===== config.mk =====
export PLATFORM = sky130hd
export DESIGN_NAME = gs_butterfly_pipe
export DESIGN_NICKNAME = d
export VERILOG_FILES = /design/src/rtl/gs_butterfly_pipe.sv
export SDC_FILE = /design/constraint.sdc
export NUM_CORES = 1
export LEC_CHECK = 0
export BUFFER_PORTS_ARGS = -buffer_cell sky130_fd_sc_hd__buf_2
export CORE_MARGIN = 10
export CORE_UTILIZATION = 34
export CTS_BUF_LIST = sky130_fd_sc_hd__clkbuf_4
export DETAILED_ROUTE_END_ITERATION = 8
export PLACE_DENSITY = 0.48
export SLEW_MARGIN = 25
export SYNTH_ARGS = -nofsm -noshare
export SYNTH_HDL_FRONTEND = slang
export SYNTH_SLANG_ARGS = --single-unit

===== constraint.sdc =====
create_clock -name clk -period 18 [get_ports clk]
set_clock_uncertainty 0.2 [all_clocks]
set_input_delay 3.6 -clock clk [delete_from_list [all_inputs] [get_ports clk]]
set_output_delay 3.6 -clock clk [all_outputs]
set_load 0.01 [all_outputs]

===== src/rtl/gs_butterfly_pipe.sv =====
// -----------------------------------------------------------------------------
// gs_butterfly_pipe
//
// Pipelined Gentleman-Sande butterfly for the Kyber inverse NTT (q = 3329).
// For every accepted operand pair it produces:
//   out_a = (a + b) mod q
//   out_b = ((a - b) mod q) * zeta mod q
// It sits between the coefficient RAM read port and the write-back port.
// Three register stages (S1 add/sub, S2 multiply, S3 Barrett reduction) give
// a three-cycle latency and one pair per cycle throughput. Stalls propagate
// backwards through per-stage advance terms, so bubbles collapse.
//
// Ports:
//   clk       rising-edge clock
//   rst       synchronous active-high reset
//   in_valid  operand pair valid
//   in_ready  block accepts the pair this cycle
//   in_a      coefficient a (< q)
//   in_b      coefficient b (< q)
//   in_zeta   twiddle factor (< q)
//   in_tag    opaque tag, carried through for write-back addressing
//   out_valid result valid; result holds until out_ready
//   out_ready downstream accepts the result
//   out_a     (a + b) mod q
//   out_b     ((a - b) mod q * zeta) mod q
//   out_tag   tag belonging to this result
// -----------------------------------------------------------------------------
module gs_butterfly_pipe #(
    parameter int TAG_W     = 8,
    parameter int BARRETT_M = 5039
) (
    input  logic             clk,
    input  logic             rst,
    input  logic             in_valid,
    output logic             in_ready,
    input  logic [15:0]      in_a,
    input  logic [15:0]      in_b,
    input  logic [15:0]      in_zeta,
    input  logic [TAG_W-1:0] in_tag,
    output logic             out_valid,
    input  logic             out_ready,
    output logic [15:0]      out_a,
    output logic [15:0]      out_b,
    output logic [TAG_W-1:0] out_tag
);

    localparam int DATA_W = 16;
    localparam int COEF_W = 12;
    localparam logic [DATA_W-1:0] Q    = 16'd3329;
    localparam logic [36:0]       M_37 = 37'(BARRETT_M);

    // (a + b) mod q for operands already in [0, q).
    function automatic logic [DATA_W-1:0] mod_add(input logic [DATA_W-1:0] a,
                                                  input logic [DATA_W-1:0] b);
        logic [DATA_W:0] s;
        s = {1'b0, a} + {1'b0, b};
        if (s >= {1'b0, Q}) begin
            s = s - {1'b0, Q};
        end
        return s[DATA_W-1:0];
    endfunction

    // (a - b) mod q for operands already in [0, q).
    function automatic logic [DATA_W-1:0] mod_sub(input logic [DATA_W-1:0] a,
                                                  input logic [DATA_W-1:0] b);
        logic [DATA_W-1:0] d;
        if (a >= b) begin
            d = a - b;
        end else begin
            d = a + Q - b;
        end
        return d;
    endfunction

    // Barrett reduction of a 24-bit product. The quotient estimate t is at
    // most one short of floor(p / q), so the 14-bit remainder is below 2q and
    // a single conditional subtraction lands it in [0, q).
    function automatic logic [DATA_W-1:0] barrett_reduce(input logic [23:0] p);
        logic [36:0] pm;
        logic [12:0] t;
        logic [23:0] tq;
        logic [13:0] r;
        pm = {13'd0, p} * M_37;
        t  = pm[36:24];
        tq = {11'd0, t} * {8'd0, Q};
        r  = 14'(p - tq);
        if (r >= 14'(Q)) begin
            r = r - 14'(Q);
        end
        return {2'b00, r};
    endfunction

    logic              vld_p1, vld_p2, vld_p3;
    logic              adv1, adv2, adv3;
    logic              accept;

    logic [DATA_W-1:0] sum_p1, diff_p1, zeta_p1;
    logic [TAG_W-1:0]  tag_p1;
    logic [DATA_W-1:0] sum_p2;
    logic [23:0]       prod_p2;
    logic [TAG_W-1:0]  tag_p2;

    // Only the low COEF_W bits feed the multiplier; for in-range operands the
    // upper bits are always zero and are dropped deliberately.
    logic              unused_hi_bits;
    assign unused_hi_bits = ^{diff_p1[DATA_W-1:COEF_W], zeta_p1[DATA_W-1:COEF_W]};

    // A stage may load when it is empty or when the stage after it moves.
    assign adv3     = !vld_p3 || out_ready;
    assign adv2     = !vld_p2 || adv3;
    assign adv1     = !vld_p1 || adv2;
    assign in_ready = adv1;
    assign accept   = in_valid && in_ready;

    assign out_valid = vld_p3;

    // Stage valids and the output registers; these carry reset values.
    always_ff @(posedge clk) begin
        if (rst) begin
            vld_p1  <= 1'b0;
            vld_p2  <= 1'b0;
            vld_p3  <= 1'b0;
            out_a   <= '0;
            out_b   <= '0;
            out_tag <= '0;
        end else begin
            if (adv1) begin
                vld_p1 <= accept;
            end
            if (adv2) begin
                vld_p2 <= vld_p1;
            end
            if (adv3) begin
                vld_p3 <= vld_p2;
            end
            // S2 -> S3: Barrett reduction, S3 drives the out_* ports
            if (adv3 && vld_p2) begin
                out_a   <= sum_p2;
                out_b   <= barrett_reduce(prod_p2);
                out_tag <= tag_p2;
            end
        end
    end

    // input -> S1: modular sum and difference
    always_ff @(posedge clk) begin
        if (accept) begin
            sum_p1  <= mod_add(in_a, in_b);
            diff_p1 <= mod_sub(in_a, in_b);
            zeta_p1 <= in_zeta;
            tag_p1  <= in_tag;
        end
    end

    // S1 -> S2: 12x12 product, sum and tag delayed
    always_ff @(posedge clk) begin
        if (adv2 && vld_p1) begin
            prod_p2 <= {12'd0, diff_p1[COEF_W-1:0]} * {12'd0, zeta_p1[COEF_W-1:0]};
            sum_p2  <= sum_p1;
            tag_p2  <= tag_p1;
        end
    end

endmodule


# Word-level counts from Yosys, hierarchy flattened
# Index checks and enable logic that the tools add are counted.
# word_totals
regBits,137
in_bits,60
out_inout_bits,42
wordCells,38
# op_classes
addsub,7
n_mul,3
magnitude_cmp,3
muxes,3
n_reduce_logical,9
# op_table
op,n
$mul 24x13->37 const B,1
$mul 12x12->24,1
$sub 12x12->12,2
$add 16x16->17,1
$ge 17x12->1 const B,1
$ge 16x16->1,1
$mux 16,1
$sub 16x12->16 const B,1
$ge 14x12->1 const B,1
$mul 13x12->14 const B,1
$mux 14,1
$sub 14x12->14 const B,1
$sub 14x14->14,1
$add 12x12->12 const B,1
$mux 12,1
$logic_and 1x1->1,3
$logic_not 1->1,3
$logic_or 1x1->1,3

# Logic depth before layout (Yosys ltp)
# Gate-level depths: netlist of run 1.
# logic_depth
ltp_word,5
depth_mapped,39

# Worst setup path before layout of run 1
# OpenSTA, ideal clock, no wires.
# synth_timing
kind,reg-to-reg
start,register prod_p2[21]
end,register out_b[5]
setup_time_ns,0.115
arrival_ns,8.991
setup_slack_ns,8.694
path_stages_with_launch,37
path_buffers,1
path_cell_list,edfxtp_1 -> inv_1 -> fa_1 -> fa_1 -> inv_1 -> fa_1 -> fa_1 -> inv_1 -> fa_1 -> inv_1 -> ha_1 -> a211oi_1 -> nand2_1 -> nor4_2 -> and3_1 -> o21ai_2 -> a21oi_1 -> o21bai_2 -> a21oi_1 -> a21oi_1 -> a211o_1 -> a21oi_1 -> xnor2_1 -> ha_1 -> ha_1 -> fa_1 -> fa_1 -> xnor2_1 -> xnor2_1 -> xnor2_1 -> xnor2_1 -> xnor2_2 -> xnor3_2 -> buf_6 -> a2111oi_4 -> xnor2_1 -> o21a_1
# synth_via
elab_chain_cells,5
word_cells_on_any_way,6
# synth_rtl
item,line,rtl
"start, declared",100,logic [23:0] prod_p2;
"start signal, assigned",158,"prod_p2 <= {12'd0, diff_p1[COEF_W-1:0]} * {12'd0, zeta_p1[COEF_W-1:0]};"
$mul 24x13->37 (*),83,"pm = {13'd0, p} * M_37;"
$mul 13x12->14 (*),85,"tq = {11'd0, t} * {8'd0, Q};"
$sub 14x14->14 (*),86,r = 14'(p - tq);
$sub 14x12->14 or $ge 14x12->1 (tied branches),"88, 87",
$mux 14 (*),87,if (r >= 14'(Q)) begin
"end signal, assigned",139,out_b <= barrett_reduce(prod_p2);
"end, declared",43,"output logic [15:0] out_b,"
# Every way passes the cells marked *; elsewhere a longest branch is shown, timed or not.
# A chain may end at the register's enable or synchronous reset.

# Final worst setup path of run 1
# layout_timing
start,register prod_p2[21]
end,register out_b[7]
# The elaborated chain is that of the path after synthesis.

==> results of run 1 <==
==> through the flow <==
stage / util, % / cell area, um2 / cells
floorplan: - / 17900 / 1788
global placement: 36.9 / 19100 / 2519
detailed placement: 36.9 / 19100 / 2519
CTS: 37.5 / 19400 / 2551
global route: 37.6 / 19400 / 2554
finish: 37.6 / 19400 / 2554
==> sequential cells by signal, summed over array words and instances, names as in the netlist <==
signal / flops
diff_p1: 12
out_a: 16
out_b: 14
out_tag: 8
out_valid: 1
prod_p2: 24
sum_p1: 16
sum_p2: 16
tag_p1: 8
tag_p2: 8
vld_p1: 1
vld_p2: 1
zeta_p1: 12
==> placed cells by master, fill, tap and decap left out, types with 27 or more instances in the layout <==
cell type and count:
nand2_1 182, and2_1 59, a21oi_1 82, fa_1 246, dfxtp_1 41, xor2_1 28, edfxtp_1 96, inv_1 376
buf_2 95, ha_1 270, o21ai_0 27, nor2_1 66, xnor2_1 73
==> cell families (layout without fill, tap and decap cells) <==
group	count (synthesis)	in the layout	share of synthesized area (%)
buffers and inverters	425	508	9.04
other	1	5	0.0210
and+or+nand+nor	394	394	10.5
adders and majority gates	516	516	46.5
AOI/OAI and AO/OA	205	205	7.65
muxes	4	4	0.224
DFF	137	137	20.7
xor gates and xnor gates	105	105	5.36
==> worst register-to-register path, delay by kind of cell, from the launching register on <==
kind	cells	cell delay (ns)
fa+ha+maj	10	4.35
simple gates	3	0.69
compound gates	10	2.42
buf+inv	4	0.41
flops	1	0.54
xor+xnor	8	1.63
==> per-layer routing <==
layer  vias up  GRT usage [%]  part of all wire (%)
met4         0           2.49                   1.2
met3        28           1.74                   2.5
met1      5815           15.9                    46
met2       139           22.9                    50
met5         -              0                     0
li1       5813              -                     -
==> area by class of cell <==
type                            instances  share of cell area, %
Antenna cell                            3                 0.0387
Clock buffer                           17                  0.658
Clock inverter                         15                   1.03
Inverter                              376                   7.28
Multi-Input combinational cell       1226                   64.9
Sequential cell                       137                   19.1
Tap cell                              680                   4.39
Timing Repair Buffer                  100                   2.65
==> synthesized netlist by cell type (6+ instances only) <==
library cell and number:
nor2b_1 11, nand4_1 9, clkbuf_1 40, nand2b_1 6, nor3_1 14, a21o_1 9
inv_1 376, a211oi_1 12, nand2_1 182, a21oi_1 83, fa_1 246, nor2_1 66
and3_1 8, ha_1 270, nand3_1 9, and2_1 59, a31oi_1 8, edfxtp_1 96
xnor2_1 73, o21ai_0 27, o21bai_1 10, dfxtp_1 41, xor2_1 28
==> path summary, 6_finish.rpt <==
kind | startpoint | cells past startpoint | endpoint | slack, ns
setup reg to reg | prod_p2[21]$_DFFE_PP_ | 35 | out_b[7]$_SDFFE_PP0P_ | 7.71
hold / removal | tag_p1[0]$_DFFE_PP_ | 0 | tag_p2[0]$_DFFE_PP_ | 0.21
hold reg to reg | tag_p1[0]$_DFFE_PP_ | 0 | tag_p2[0]$_DFFE_PP_ | 0.21
setup / recovery | prod_p2[21]$_DFFE_PP_ | 35 | out_b[7]$_SDFFE_PP0P_ | 7.71
==> summary.txt, run 1 <==
Run status
  • Run status: completed

Final layout
  • Footprint of the multi-input gates: 12600 um2
  • Layout area overhead: 8.58%
  • Reg area: around 3700 um2
  • Total Nets Final: roughly 2.4k
  • Layout cells sized above 1: under 10%
  • Number of fill cells: between 5k and 6k

Worst setup path
  • Crit path kind: reg -> reg
  • Slowest stage cell, crit path: edfxtp_1
  • Largest delay share family, worst path: adder cells
  • CP endpoint kind: flop
  • Required time worst endpoint: between 15 and 20 ns
  • Largest stage delay on the critical path: ~0.54 ns
  • WP buf/inv: 4
  • Critical path fanouts, max: 11
  • Arrival time at the worst endpoint: 10.60 ns
  • Setup crit start kind: flop
  • Crit path top cell by count: fa_1

Drt
  • DRT iter0 DRCs: roughly 370
  • Remaining antenna violation count: 0
  • Post-DR vias/cell: between 4 and 5
  • Final WL: 38100 um
  • Via Count: between 10k and 15k
  • DR WL/cell: 14.9 um
  • DRC viols: 0
  • Drt first pass iters: 4

Floorplanning
  • Die Ht: 249 um
  • Ports: 102
  • # rows: slightly above 80
  • Initial Utilization: between 30 and 40%
  • Die Area: between 60000 and 70000 um2
  • Die Wd: roughly 250 um
  • Core area: between 50000 and 60000 um2

Place
  • GP Congestion: 0.806
  • Detailed placement HPWL: 32300 um
  • Setup slack at placement: roughly 7.3 ns
  • Port Buffers: between 90 and 100

Flow run
  • Max cap viols: 0

CTS
  • Clk sinks: roughly 140
  • CTS H-tree lvls: 4
  • CTS tree: done
  • Post-cts hold buffer count: 0
  • Clk slew on worst S/H paths: around 0.16 ns
  • CTS Buffer Depth: 2
  • Clk_lat worst skew: just under 0.6 ns
  • Post-CTS resize count: 0
  • Setup Fix Bufs, Post-CTS: 0
  • TritonCTS Buffers: 17
  • CTS root buf: clkbuf_4

Yosys
  • Number of synthesized flops with an enable pin: 96
  • Synth area leaders: fa_1 (28%), ha_1 (19%), edfxtp_1 (16%)
  • FF+latch count, synth: 137
  • Share of the synthesized area in the top cell type: between 20% and 30%
  • Synth cell types: 75
  • Mean cell area of the mapped netlist: 9.99 um2
  • Synth Flop Type: edfxtp_1
  • Cell area after synthesis: approximately 18000 um2
  • Post-synthesis sequential area ratio: 20.7%
  • Synth Warn #: 0
  • Yosys top cell by area: fa_1
  • Syn Inst Count: between 1.5k and 2k
  • Async S/R FF share, synth: 0%

Global route
  • Total track usage: roughly 13%
  • First-pass GRT wire length: 65700 um
  • Remaining global-route overflow: 0
  • Initial antenna violation count: 1
  • Largest net degree at the start of global routing: 49
  • Number of global-route vias before repair: between 10k and 15k

Timing
  • F_max: roughly 97 MHz
  • Fin crit share: a little under three fifths
  • Setup TNS Final: 0 ns
  • Final min period: 10.29 ns
  • Final hold vios: 0
  • RSZ-0062 raised after global routing: false
  • Final WS setup: about 7.7 ns
  • Slew headroom: around two fifths
  • Slew Limit Fails: 0
  • Final setup viols: 0
  • Tightest hold margin: between 0.2 and 0.25 ns
  • Least-Margin Pin Slew: 0.877 ns

Worst hold path
  • Hold/Removal Path Class: reg -> reg
Power of run 1 is not shown: default switching activity piles up to over one toggle a cycle in this logic, so the estimate is an artifact.
==> run 2, diff against run 1 <==
--- a/config.mk
+++ b/config.mk
@@ -5,12 +5,13 @@
 export SDC_FILE = /design/constraint.sdc
 export NUM_CORES = 1
 export LEC_CHECK = 0
+export ABC_AREA = 1
 export BUFFER_PORTS_ARGS = -buffer_cell sky130_fd_sc_hd__buf_2
 export CORE_MARGIN = 10
 export CORE_UTILIZATION = 34
 export CTS_BUF_LIST = sky130_fd_sc_hd__clkbuf_4
 export DETAILED_ROUTE_END_ITERATION = 8
-export PLACE_DENSITY = 0.48
+export PLACE_DENSITY = 0.49
 export SLEW_MARGIN = 25
 export SYNTH_ARGS = -nofsm -noshare
 export SYNTH_HDL_FRONTEND = slang
==> constraint.sdc (replaced) <==
create_clock -name clk -period 8.4 [get_ports clk]
set_clock_uncertainty 0.2 [all_clocks]
set_input_delay 1.68 -clock clk [delete_from_list [all_inputs] [get_ports clk]]
set_output_delay 1.68 -clock clk [all_outputs]
set_load 0.01 [all_outputs]
==> run 2 against run 1 <==
  * The flow now finishes with violations (setup timing)
  * Core utilization up 3.6 points
  * Largest cell class unchanged
  * Flip-flop and latch count is the same
  * Critical path depth grew 11
  * First-iteration DRC count rose by 41%
  * Critical path type unchanged
  * Register-to-register slack got worse by 8.0 ns
  * Count of clock-buffer cells in the layout is the same
  * Sequential share of layout area fell by 3.2 points
  * Via count is 26% higher
  * Fmax increased by 19%
  * Design area increased by 20%
  * Worst setup slack got worse by 8.0 ns
==> summary.txt, run 2 <==
Worst setup path
  • Arrival time at the worst endpoint: 8.95 ns (was 10.60 ns)
  • Critical path fanouts, max: 7 (was 11)
  • Reg-to-reg startpoint: prod_p2[9]$_DFFE_PP_ (was prod_p2[21]$_DFFE_PP_)
  • Required time worst endpoint: 8.70 ns (was 18.31 ns)
  • Crit path kind: reg -> reg (unchanged)
  • Slowest stage cell, crit path: fa_1 (was edfxtp_1)
  • Crit path from: prod_p2[9]$_DFFE_PP_ (was prod_p2[21]$_DFFE_PP_)
  • CP endpoint kind: flop (unchanged)
  • Largest stage delay on the critical path: 0.63 ns (was 0.54 ns)
  • Setup crit start kind: flop (unchanged)

Place
  • GP Congestion: 0.875 (was 0.806)
  • Detailed placement HPWL: 37300 um (was 32300 um)
  • Placed cell count: 3243 (was 2519)
  • Port Buffers: 95 (unchanged)

Yosys
  • Yosys top cell by area: fa_1 (unchanged)
  • Synth top cells by count: inv_1 (537), nand2_1 (437), ha_1 (270) (was inv_1 (376), ha_1 (270), fa_1 (246))
  • Synth cell types: 54 (was 75)
  • Syn Inst Count: 2260 (was 1787)
  • Synth Flop Type: edfxtp_1 (unchanged)
  • Async S/R FF share, synth: 0% (unchanged)
  • Cell area after synthesis: 19300 um2 (was 17900 um2)
  • Number of synthesized flops with an enable pin: 96 (unchanged)
  • Synth area leaders: fa_1 (25%), ha_1 (17%), edfxtp_1 (15%) (was fa_1 (28%), ha_1 (19%), edfxtp_1 (16%))
  • Share of the synthesized area in the top cell type: 25.5% (was 27.6%)
  • Count leader, synth: inv_1 (unchanged)
  • Mean cell area of the mapped netlist: 8.56 um2 (was 9.99 um2)
  • Synth Warn #: 0 (unchanged)
  • FF+latch count, synth: 137 (unchanged)
  • Post-synthesis sequential area ratio: 19.1% (was 20.7%)

Drt
  • Final WL: 44500 um (was 38100 um)
  • Post-DR vias/cell: 4.45 (was 4.62)
  • DRC viols: 0 (unchanged)
  • DR WL/cell: 13.4 um (was 14.9 um)
  • DRT iter0 DRCs: 519 (was 367)
  • Remaining antenna violation count: 0 (unchanged)
  • Drt first pass iters: 7 (was 4)
  • Via Count: 14.8k (was 11.8k)

Final layout
  • Total Nets Final: 3133 (was 2434)
  • Layout area overhead: 20.1% (was 8.58%)
  • Largest Register: prod_p2 (unchanged)
  • Most frequent cells in the layout: inv_1 (517), nand2_1 (410), ha_1 (252) (was inv_1 (376), ha_1 (270), fa_1 (246))
  • Post-Layout Cell Count: 3327 (was 2554)
  • Max FFs per register: 24 (unchanged)
  • Layout cells sized above 1: 21.0% (was 9.09%)
  • Most common cell after layout, fill and taps aside: inv_1 (unchanged)

Floorplanning
  • Ports: 102 (unchanged)
  • Core area: 56400 um2 (was 51600 um2)
  • Die Ht: 259 um (was 249 um)
  • Initial Utilization: 34.3% (was 34.6%)
  • Die Wd: 259 um (was 249 um)
  • # rows: 87 (was 83)
  • Die Area: 66800 um2 (was 62100 um2)

Global route
  • Total track usage: 13.6% (was 12.7%)
  • Initial antenna violation count: 1 (unchanged)
  • Number of global-route vias before repair: 15.4k (was 13.0k)
  • Remaining global-route overflow: 0 (unchanged)
  • Largest net degree at the start of global routing: 49 (unchanged)
  • First-pass GRT wire length: 75500 um (was 65700 um)

Timing
  • Final setup viols: 14 (was 0)
  • F_max: 116 MHz (was 97.2 MHz)
  • Final WS setup: -0.242 ns (was 7.71 ns)
  • Final min period: 8.64 ns (was 10.29 ns)
  • Slew Limit Fails: 0 (unchanged)
  • Least-Margin Pin Slew: 0.884 ns (was 0.877 ns)
  • Fin crit share: 103% (was 57.1%)
  • Final hold vios: 0 (unchanged)
  • Slew headroom: 40.9% (was 41.5%)
  • RSZ-0062 raised after global routing: true (was false)

CTS
  • Clk slew on worst S/H paths: 0.14 ns (was 0.16 ns)
  • Clk_lat worst skew: 0.59 ns (about the same)
  • Clk sinks: 137 (unchanged)
  • Post-cts hold buffer count: 0 (unchanged)
  • CTS Buffer Depth: 2 (unchanged)
  • CTS root buf: clkbuf_4 (unchanged)
  • CTS tree: done (unchanged)
  • TritonCTS Buffers: 17 (unchanged)
  • CTS H-tree lvls: 4 (unchanged)

Run status
  • Failing checks: setup timing
  • Run status: finished, violations left (was completed)

Worst hold path
  • Hold/Removal Path Class: reg -> reg (unchanged)
  • Hold Crit Start: sum_p1[2]$_DFFE_PP_ (was tag_p1[0]$_DFFE_PP_)

Flow run
  • Max cap viols: 0 (unchanged)
run 2: cell count changes after synthesis, moves of 8 or more:
cell	before	now
xor2_2	1	11
inv_1	376	537
nand2_1	182	437
nor2b_1	11	0
nand3_1	9	76
nor2_1	66	148
a211oi_1	12	2
xor2_1	28	64
o21ai_0	27	58
xnor2_1	73	20
and2_1	59	2
inv_2	0	15
and3_1	8	0
run 2: what timing repair did:
item | CTS | global route
setup endpoints to repair | 14 | 14
cloned | 2 | 1
gates resized for setup | 71 | 89
pin swaps | 46 | 66
buffers inserted | 34 | 14
run 2: cell type report:
| cell class | count | area [um2] |
|---|---|---|
| tap | 756 | 946 |
| clock buffer | 17 | 128 |
| multi-input combinational | 1525 | 14000 |
| antenna | 1 | 2.50 |
| inverter | 553 | 2090 |
| fill | 5793 | 33200 |
| timing repair buffer | 322 | 2250 |
| clock inverter | 15 | 136 |
| timing repair inverter | 1 | 7.51 |
| sequential | 137 | 3700 |
run 2: kinds of logic (layout without fill, tap and decap cells):
logic type | after synthesis | count (layout) | share of synthesized area, %
XOR/XNOR | 96 | 96 | 4.81
flip-flops | 137 | 137 | 19.1
AO/OA/AOI/OAI | 192 | 192 | 5.71
AND/OR/NAND/NOR | 718 | 719 | 15.5
other | 1 | 3 | 0.0194
buffers and inverters | 600 | 908 | 11.9
adder cells (fa/ha/maj) | 516 | 516 | 42.9
run 2: worst paths after layout:
check	end	slack, ns	cells after the start
max	out_b[3]$_SDFFE_PP0P_	-0.24	46
min	sum_p2[2]$_DFFE_PP_	0.21	0
max reg2reg	out_b[3]$_SDFFE_PP0P_	-0.24	46
min reg2reg	sum_p2[2]$_DFFE_PP_	0.21	0
run 2: through the flow:
| stage | instance area, um2 | setup WS [ns] | hold WS (ns) | TNS (ns) | util, % |
|---|---|---|---|---|---|
| 2_1_floorplan | 19300 | 0.0517 | 0.200 | 0 | - |
| 3_3_place_gp | 21900 | -0.586 | 0.203 | -7.38 | 38.8 |
| 3_5_place_dp | 21900 | -0.598 | 0.205 | -7.51 | 38.8 |
| 4_1_cts | 22700 | -0.304 | 0.221 | -3.77 | 40.3 |
| 5_1_grt | 23200 | -0.660 | 0.224 | -8.73 | 41.2 |
| 6_report | 23200 | -0.242 | 0.215 | -2.94 | 41.2 |
run 2: per-layer routing:
metal,track usage (%),vias up,share of wire [%]
met5,0,-,0
met4,2.56,0,0.89
met3,1.93,26,2.2
met2,23.5,127,49
met1,17.9,7151,47
li1,-,7506,-
run 2: critical path, delay by kind of cell (launching register included):
kind	cells	cell delay, ns
buf+inv	11	0.82
simple gates	18	1.64
flops	1	0.52
compound gates	5	0.64
xor+xnor	1	0.16
fa+ha+maj	11	4.57
Power of run 2 is left out for the same reason.
==> run 3, diff against run 2 <==
--- a/config.mk
+++ b/config.mk
@@ -11,7 +11,6 @@
 export CORE_UTILIZATION = 34
 export CTS_BUF_LIST = sky130_fd_sc_hd__clkbuf_4
 export DETAILED_ROUTE_END_ITERATION = 8
-export PLACE_DENSITY = 0.49
 export SLEW_MARGIN = 25
 export SYNTH_ARGS = -nofsm -noshare
 export SYNTH_HDL_FRONTEND = slang
==> run 3 against run 2 <==
  * The run still ends with setup timing left
  * Register-to-register slack improved by 0.02 ns
  * Die area is the same
  * Flip-flop and latch count is the same
  * Fmax grew 0.27%
  * Core utilization barely moved
  * Cell count shrank 0.45%
  * Count of clock-buffer cells in the layout did not move
  * Critical endpoint is now out_b[7]$_SDFFE_PP0P_
==> summary.txt, run 3 (synthesis results as in run 2) <==
Run status
  • Run status: finished, violations left (unchanged)
  • Failing checks: setup timing (unchanged)

Global route
  • GR peak layer: met2 (unchanged)
  • Remaining global-route overflow: 0 (unchanged)
  • Met1 GRT Util: 16.1% (was 17.9%)
  • Met2 Usage GRT: 24.1% (was 23.5%)
  • Met3 usage: 2.10% (was 1.93%)
  • First-pass GRT wire length: 73900 um (was 75500 um)
  • Largest net degree at the start of global routing: 49 (unchanged)
  • Initial antenna violation count: 3 (was 1)
  • Number of global-route vias before repair: 15.8k (was 15.4k)
  • Total track usage: 13.2% (was 13.6%)

Drt
  • Drt first pass iters: 5 (was 7)
  • DRT iter0 DRCs: 588 (was 519)
  • DRC viols: 0 (unchanged)
  • Via Count: 15.0k (was 14.8k)
  • Final WL: 44400 um (was 44500 um)
  • Remaining antenna violation count: 0 (unchanged)
  • Post-DR vias/cell: 4.53 (was 4.45)
  • DR WL/cell: 13.4 um (about the same)

Timing
  • Final setup viols: 14 (unchanged)
  • Final min period: 8.62 ns (was 8.64 ns)
  • Tightest hold margin: 0.223 ns (was 0.215 ns)
  • F_max: 116 MHz (about the same)
  • Least-Margin Pin Slew: 0.836 ns (was 0.884 ns)
  • Final WS setup: -0.219 ns (was -0.242 ns)
  • RSZ-0062 raised after global routing: true (unchanged)
  • Slew Limit Fails: 0 (unchanged)
  • Final hold vios: 0 (unchanged)
  • Fin crit share: 103% (about the same)
  • Slew headroom: 44.1% (was 40.9%)

Worst setup path
  • Largest stage delay on the critical path: 0.59 ns (was 0.63 ns)
  • Slowest stage cell, crit path: fa_1 (unchanged)
  • Setup crit start kind: flop (unchanged)
  • Arrival time at the worst endpoint: 8.90 ns (was 8.95 ns)
  • Crit path kind: reg -> reg (unchanged)
  • CP endpoint kind: flop (unchanged)
  • Critical path fanouts, max: 7 (unchanged)
  • Crit path top cell by count: fa_1
  • Required time worst endpoint: 8.68 ns (was 8.70 ns)

CTS
  • Clk_lat worst skew: 0.56 ns (was 0.59 ns)
  • CTS tree: done (unchanged)
  • CTS root buf: clkbuf_4 (unchanged)
  • Clk sinks: 137 (unchanged)
  • TritonCTS Buffers: 17 (unchanged)
  • CTS H-tree lvls: 4 (unchanged)
  • CTS Buffer Depth: 2 (unchanged)
  • Clk slew on worst S/H paths: 0.16 ns (was 0.14 ns)

Floorplanning
  • Die Wd: 259 um (unchanged)
  • # rows: 87 (unchanged)
  • Die Area: 66800 um2 (unchanged)
  • Ports: 102 (unchanged)
  • Initial Utilization: 34.3% (unchanged)
  • Core area: 56400 um2 (unchanged)
  • Die Ht: 259 um (unchanged)

Place
  • Port Buffers: 95 (unchanged)
  • Detailed placement HPWL: 36500 um (was 37300 um)
  • GP Congestion: 0.890 (was 0.875)

Worst hold path
  • Hold/Removal Path Class: reg -> reg (unchanged)

Final layout
  • Largest Register: prod_p2 (unchanged)
  • Layout area overhead: 20.0% (was 20.1%)
  • Most frequent cells in the layout: inv_1 (516), nand2_1 (412), ha_1 (245) (was inv_1 (517), nand2_1 (410), ha_1 (252))
  • Most common cell after layout, fill and taps aside: inv_1 (unchanged)
  • Layout cells sized above 1: 20.9% (was 21.0%)
  • Max FFs per register: 24 (unchanged)
  • Total Nets Final: 3117 (was 3133)

Flow run
  • Max cap viols: 0 (unchanged)
-- run 3: cell count changes in the layout (fill, tap and decap cells not counted), sizes merged --
cell and delta:
diode +1, buf -15, clkbuf -1, clkinv -3
bufinv +2, inv +1
-- run 3: timing repair --
item                                    CTS  global route
endpoints found under the setup margin   14            14
resized for setup                        69            94
cloned                                    3             0
pin swaps                                67            82
hold buffers                              0             0
buffers inserted                         31            19
-- run 3: critical path, delay by kind of cell (launching register included) --
| kind | cells | cell delay, ns |
|---|---|---|
| XOR/XNOR | 2 | 0.31 |
| AO/OA/AOI/OAI | 5 | 0.69 |
| buffers and inverters | 10 | 0.88 |
| AND/OR/NAND/NOR | 13 | 1.34 |
| flip-flops | 1 | 0.54 |
| adder cells (fa/ha/maj) | 11 | 4.57 |
-- run 3: final cells by class --
class	count	area [um2]
fill	5588	33200
multi-input combinational	1525	14000
sequential	137	3700
timing repair buffer	306	2150
inverter	553	2080
tap	756	946
clock inverter	15	188
clock buffer	17	128
timing repair inverter	1	7.51
antenna	2	5.00
-- run 3: metal layers --
layer / part of all wire (%) / up-vias
li1: - / 7467
met3: 3.9 / 39
met4: 1.1 / 2
met1: 44 / 7258
met2: 51 / 248
met5: 0.038 / -
-- run 3: final timing paths --
kind / from / to / slack (ns) / cells after the start
setup / recovery: prod_p2[9]$_DFFE_PP_ / out_b[7]$_SDFFE_PP0P_ / -0.22 / 41
hold / removal: sum_p1[2]$_DFFE_PP_ / sum_p2[2]$_DFFE_PP_ / 0.22 / 0
setup reg to reg: prod_p2[9]$_DFFE_PP_ / out_b[7]$_SDFFE_PP0P_ / -0.22 / 41
hold reg to reg: sum_p1[2]$_DFFE_PP_ / sum_p2[2]$_DFFE_PP_ / 0.22 / 0
-- run 3: stage by stage --
step	worst slack, ns	setup TNS [ns]	area, um2	utilization, %	std cells
floorplan	0.0517	0	19300	-	2261
global placement	-0.509	-6.30	21700	38.6	3225
detailed placement	-0.574	-7.11	21700	38.6	3225
CTS	-0.289	-3.51	22600	40.1	3291
global route	-0.627	-8.33	23200	41.2	3311
finish	-0.219	-2.67	23200	41.2	3312
Power of run 3 is left out for the same reason.
